===== src/rtl/sdram_pkg.sv =====
// Shared definitions for the Wishbone-to-SDRAM-controller bridge:
// FSM state encoding and the default response timeout.
package sdram_pkg;

    typedef enum logic [2:0] {
        ST_IDLE   = 3'd0,
        ST_REQ    = 3'd1,
        ST_RDWAIT = 3'd2,
        ST_RESP   = 3'd3,
        ST_ERR    = 3'd4
    } bridge_state_t;

    localparam int DEFAULT_TIMEOUT = 16384;

endpackage


===== src/rtl/sdram_bridge_watchdog.sv =====
// Wait counter for the bridge: cleared while idle, counts while a controller
// response is outstanding, flags expiry at TIMEOUT-1.
module sdram_bridge_watchdog #(
    parameter int TIMEOUT = sdram_pkg::DEFAULT_TIMEOUT
) (
    input  logic clk,
    input  logic reset,
    input  logic clear,
    input  logic enable,
    output logic expired
);

    localparam int CW = (TIMEOUT > 2) ? $clog2(TIMEOUT) : 1;
    localparam logic [CW-1:0] LAST = CW'(TIMEOUT - 1);

    logic [CW-1:0] count_q;

    always_ff @(posedge clk) begin
        if (reset || clear) begin
            count_q <= '0;
        end else if (enable && !expired) begin
            count_q <= count_q + 1'b1;
        end
    end

    assign expired = (count_q == LAST);

endmodule


===== src/rtl/sdram_wb_bridge.sv =====
// Wishbone classic slave that forwards single word accesses to an SDRAM
// controller request/ack/valid interface, with timeout and cycle-abort handling.
//
// state     | meaning
// IDLE      | waiting for wb_cyc & wb_stb
// REQ       | mem_req held until the controller accepts (mem_ack)
// RDWAIT    | read accepted, waiting for mem_valid
// RESP      | one-cycle wb_ack (suppressed if the master aborted)
// ERR       | one-cycle wb_err after a controller timeout
module sdram_wb_bridge
    import sdram_pkg::*;
#(
    parameter int ADDR_WIDTH = 24,
    parameter int DATA_WIDTH = 32,
    parameter int TIMEOUT    = DEFAULT_TIMEOUT
) (
    input  logic                  clk,
    input  logic                  reset,
    input  logic                  wb_cyc,
    input  logic                  wb_stb,
    input  logic                  wb_we,
    input  logic [31:0]           wb_addr,
    input  logic [DATA_WIDTH-1:0] wb_dat_w,
    input  logic [3:0]            wb_sel,
    output logic [DATA_WIDTH-1:0] wb_dat_r,
    output logic                  wb_ack,
    output logic                  wb_err,
    output logic                  mem_req,
    output logic                  mem_we,
    output logic [ADDR_WIDTH-1:0] mem_addr,
    output logic [DATA_WIDTH-1:0] mem_data,
    output logic [3:0]            mem_bwe,
    input  logic                  mem_ack,
    input  logic                  mem_valid,
    input  logic [DATA_WIDTH-1:0] mem_q
);

    bridge_state_t         state_q;
    logic                  mem_req_q;
    logic                  mem_we_q;
    logic [ADDR_WIDTH-1:0] mem_addr_q;
    logic [DATA_WIDTH-1:0] mem_data_q;
    logic [3:0]            mem_bwe_q;
    logic [DATA_WIDTH-1:0] wb_dat_r_q;
    logic                  wb_ack_q;
    logic                  wb_err_q;
    logic                  abort_q;
    logic                  abort_d;
    logic                  busy;
    logic                  expired;
    logic                  unused_addr_bits;

    assign unused_addr_bits = ^{wb_addr[31:ADDR_WIDTH+2], wb_addr[1:0]};

    // Once the master drops wb_cyc the operation still finishes, but silently.
    assign abort_d = abort_q | ~wb_cyc;
    assign busy    = (state_q == ST_REQ) || (state_q == ST_RDWAIT);

    sdram_bridge_watchdog #(
        .TIMEOUT (TIMEOUT)
    ) u_watchdog (
        .clk     (clk),
        .reset   (reset),
        .clear   (~busy),
        .enable  (busy),
        .expired (expired)
    );

    always_ff @(posedge clk) begin
        if (reset) begin
            state_q    <= ST_IDLE;
            mem_req_q  <= 1'b0;
            mem_we_q   <= 1'b0;
            mem_addr_q <= '0;
            mem_data_q <= '0;
            mem_bwe_q  <= '0;
            wb_dat_r_q <= '0;
            wb_ack_q   <= 1'b0;
            wb_err_q   <= 1'b0;
            abort_q    <= 1'b0;
        end else begin
            case (state_q)
                ST_IDLE: begin
                    wb_ack_q <= 1'b0;
                    wb_err_q <= 1'b0;
                    if (wb_cyc && wb_stb) begin
                        mem_addr_q <= wb_addr[ADDR_WIDTH+1:2];
                        mem_data_q <= wb_dat_w;
                        mem_bwe_q  <= wb_sel;
                        mem_we_q   <= wb_we;
                        abort_q    <= 1'b0;
                        if (wb_we && (wb_sel == 4'b0000)) begin
                            state_q  <= ST_RESP;
                            wb_ack_q <= 1'b1;
                        end else begin
                            state_q   <= ST_REQ;
                            mem_req_q <= 1'b1;
                        end
                    end
                end
                ST_REQ: begin
                    abort_q <= abort_d;
                    if (mem_ack) begin
                        mem_req_q <= 1'b0;
                        if (mem_we_q) begin
                            state_q  <= ST_RESP;
                            wb_ack_q <= ~abort_d;
                        end else begin
                            state_q <= ST_RDWAIT;
                        end
                    end else if (expired) begin
                        mem_req_q <= 1'b0;
                        state_q   <= ST_ERR;
                        wb_err_q  <= ~abort_d;
                    end
                end
                ST_RDWAIT: begin
                    abort_q <= abort_d;
                    if (mem_valid) begin
                        wb_dat_r_q <= mem_q;
                        state_q    <= ST_RESP;
                        wb_ack_q   <= ~abort_d;
                    end else if (expired) begin
                        state_q  <= ST_ERR;
                        wb_err_q <= ~abort_d;
                    end
                end
                ST_RESP: begin
                    wb_ack_q <= 1'b0;
                    state_q  <= ST_IDLE;
                end
                ST_ERR: begin
                    wb_err_q <= 1'b0;
                    state_q  <= ST_IDLE;
                end
                default: begin
                    mem_req_q <= 1'b0;
                    wb_ack_q  <= 1'b0;
                    wb_err_q  <= 1'b0;
                    state_q   <= ST_IDLE;
                end
            endcase
        end
    end

    assign mem_req  = mem_req_q;
    assign mem_we   = mem_we_q;
    assign mem_addr = mem_addr_q;
    assign mem_data = mem_data_q;
    assign mem_bwe  = mem_bwe_q;
    assign wb_dat_r = wb_dat_r_q;
    assign wb_ack   = wb_ack_q;
    assign wb_err   = wb_err_q;

endmodule


===== config.mk =====
export PLATFORM = sky130hd
export DESIGN_NAME = sdram_wb_bridge
export DESIGN_NICKNAME = d
export VERILOG_FILES = /design/src/rtl/sdram_pkg.sv /design/src/rtl/sdram_bridge_watchdog.sv /design/src/rtl/sdram_wb_bridge.sv
export SDC_FILE = /design/constraint.sdc
export NUM_CORES = 1
export LEC_CHECK = 0
export CAP_MARGIN = 15
export CORE_UTILIZATION = 41
export DETAILED_ROUTE_END_ITERATION = 16
export PLACE_DENSITY = 0.8
export SLEW_MARGIN = 5
export SYNTH_ARGS = -nofsm -noshare
export SYNTH_HDL_FRONTEND = slang
export SYNTH_SLANG_ARGS = --single-unit

===== constraint.sdc =====
create_clock -name clk -period 2.2 [get_ports clk]
set_input_delay 0.44 -clock clk [delete_from_list [all_inputs] [get_ports clk]]
set_output_delay 0.44 -clock clk [all_outputs]
set_load 0.02 [all_outputs]

==> results.py <==
metrics = {
    "outcome": {
        "status": "finished, final reports clean",
    },
    "synthesis": {
        "synthMuxAreaShare_pct": 0.685,
        "synth.distinct_cells": 44,
        "synth_top_family_by_area": "simple AND/OR/NAND/NOR gates",
        "synth-seq-cells": 114,
        "synth-edff-count": 0,
        "syn_area_per_cell_um2": 7.90,
        "seq_area_frac_synth_pct": 52.0,
        "synth_xor_area_share_pct": 0.571,
        "synth_warnings": 0,
        "synth_compound_area_share_pct": 16.7,
        "synth-main-ff-cell": "dfxtp_1",
        "async_flop_share_pct": 0,
        "synth_fa_ha_area_share_pct": 0.285,
        "netlist_instances": 555,
        "syn-cell-area_mm2": 0.00439,
        "synth-simple-area-share_pct": 25.6,
        "synthesis.nets": 663,
    },
    "critical_path": {
        "cp-start-kind": "register",
        "worstPathCellList": "clkdlybuf4s50_1",
        "path_buf_inv": 1,
        "cp_top_family": "buffers and inverters",
        "end_kind": "output port",
        "cpPeakStageDelay_ns": 0.64,
        "cp_max_fo": 4,
        "cpMaxStageDelayCell": "clkdlybuf4s50_1",
        "cp.required_ns": 1.76,
        "critPathKind": "register to output port",
        "crit_arrival_ns": 1.53,
    },
    "finish": {
        "antenna_cells": 0,
        "final_common_cell": "nand2_1",
        "syn_to_final_growth_pct": 60.4,
        "final_nets": 853,
        "drive_above_1_share_pct": 7.12,
        "final_cell_mix": "200 x nand2_1, 193 x clkdlybuf4s50_1, 114 x dfxtp_1",
    },
    "die": {
        "num_rows": 37,
        "core_mm2": 0.0104,
        "dieArea_mm2": 0.0111,
        "io_pins": 203,
        "start_util_pct": 42.3,
        "die_y_um": 105,
        "die_x_um": 105,
    },
    "timing": {
        "hold_viol": 0,
        "tightest_slew_ns": 0.705,
        "setup_tns_ns": 0,
        "final-setup-viol-count": 0,
        "rsz0062_at_grt": "false",
        "drv_slew": 0,
        "min_period_ns": 1.97,
        "period_share_pct": 89.6,
        "clock.fmax_mhz": 507,
        "slew_headroom_pct": 52.6,
        "finClkSkew_ns": 0.00628,
    },
    "clock_tree": {
        "post_cts.repair.setup_buffers": 0,
        "cts_buffer_depth": 2,
        "cts.reportedPaths.clkPinSlew_ns": 0.05,
        "cts_tree": "yes",
        "cts_buffers": 17,
        "clock_latency_ns": 0.51,
        "cts_hold_buf": 0,
        "cts_sinks": 114,
        "cts_root_buf": "clkbuf_8",
        "htree_levels": 4,
        "cts-resized-gates": 0,
    },
    "routing": {
        "wl_um": 12600,
        "firstDrtPassIters": 5,
        "routed_via_density": 5.17,
        "num_vias": 4623,
        "first_iter_violations": 435,
        "postRouteAntennaNets": 0,
        "drc": 0,
        "wire_per_inst_um": 14.1,
    },
    "placement": {
        "dp_hpwl_um": 8820,
        "routabilityCongestion": 0.827,
        "io_buffers": 194,
    },
    "global_route": {
        "grt_pass1_vias": 4498,
        "grt_max_degree": 65,
        "grt_pass1_wl_um": 20300,
        "grtUsageTotal_pct": 22.9,
        "grt_remaining_overflow": 0,
        "antenna_found_initial": 0,
    },
    "hold_path": {
        "hold_path_class": "input pin to register",
    },
    "power_and_ir_drop": {
        "max-vdd-ir-drop_mv": 0.465,
        "finalPower_uw": 5200,
        "power.leakage_uw": 0.00243,
        "power.density_mw_per_mm2": 740,
    },
    "flow_run": {
        "maxCapViolCount": 0,
    },
}
-- cell usage after synthesis, types with 2 or more instances --
library cell  instances  area share (%)
nor4b_1               4            0.80
o31ai_1               2            0.34
and4_1                2            0.40
nand2_1             200              17
nor2_1                7            0.60
clkbuf_1             36             3.1
or3_1                 4            0.57
o21ai_0               8            0.91
mux2i_1               3            0.68
or4_1                 4            0.68
o311ai_0              2            0.40
a211oi_1              4            0.68
and3_1                3            0.43
o41ai_1               2            0.40
nand4_1               3            0.43
a31oi_1               5            0.71
a21oi_1             102              12
inv_1                 5            0.43
nand3_1               9             1.0
nand2b_1              3            0.43
a311o_1               2            0.46
nor3b_1               2            0.34
nor4_1                4            0.57
nor3_1                6            0.68
dfxtp_1             114              52
-- where the power goes --
group	internal, uW	switching, uW
logic	312	256
registers	2130	34.1
clock network	1520	949
-- layer usage --
layer  vias up  GRT usage (%)  share of wire, %
met1      2117           25.0                39
met2       210           39.5                49
li1       2260              -                 -
met3        36           7.54               8.7
met5         -              0                 0
met4         0           11.9               2.8
-- registers in the layout (all words and copies together), names as in the netlist --
name,cells
u_watchdog.count_q,14
mem_bwe,4
mem_addr,24
mem_req,1
abort_q,1
state_q,3
mem_data,32
mem_we,1
wb_ack,1
wb_dat_r,32
wb_err,1
-- worst paths after layout --
check	start	endpoint	slack, ns	depth (start not counted)
worst min-delay path	reset	mem_bwe[2]	0.44	2
worst max register to register	state_q[0]	wb_dat_r[22]	0.30	6
worst max-delay path	mem_we	mem_we	0.23	1
worst min register to register	mem_data[12]	mem_data[12]	0.45	2
-- through the flow --
step | worst slack [ns] | util (%) | cells | instance area, um^2 | hold WS, ns
2_1_floorplan | 0.413 | - | 555 | 4390 | 0.445
3_3_place_gp | 0.0624 | 62.6 | 862 | 6490 | 0.441
3_5_place_dp | 0.0214 | 62.6 | 862 | 6490 | 0.447
4_1_cts | 0.206 | 67.8 | 894 | 7030 | 0.418
5_1_grt | 0.176 | 67.8 | 894 | 7030 | 0.453
6_report | 0.228 | 67.8 | 894 | 7030 | 0.436
-- cell type report --
cell class	count	area, um^2
repair buffers	210	2080
clock inverters	12	110
fillers	851	3340
multi-input cells	397	1930
inverters	5	18.8
clock buffers	20	435
flip-flops and latches	114	2280
well taps	136	170
-- cell families after synthesis --
| group | Yosys count |
|---|---|
| AOI/OAI and AO/OA | 133 |
| xor gates and xnor gates | 2 |
| adders and majority gates | 1 |
| buffers and inverters | 44 |
| DFF | 114 |
| muxes | 3 |
| and+or+nand+nor | 258 |
Note: power is estimated with default switching activity, not from simulation.
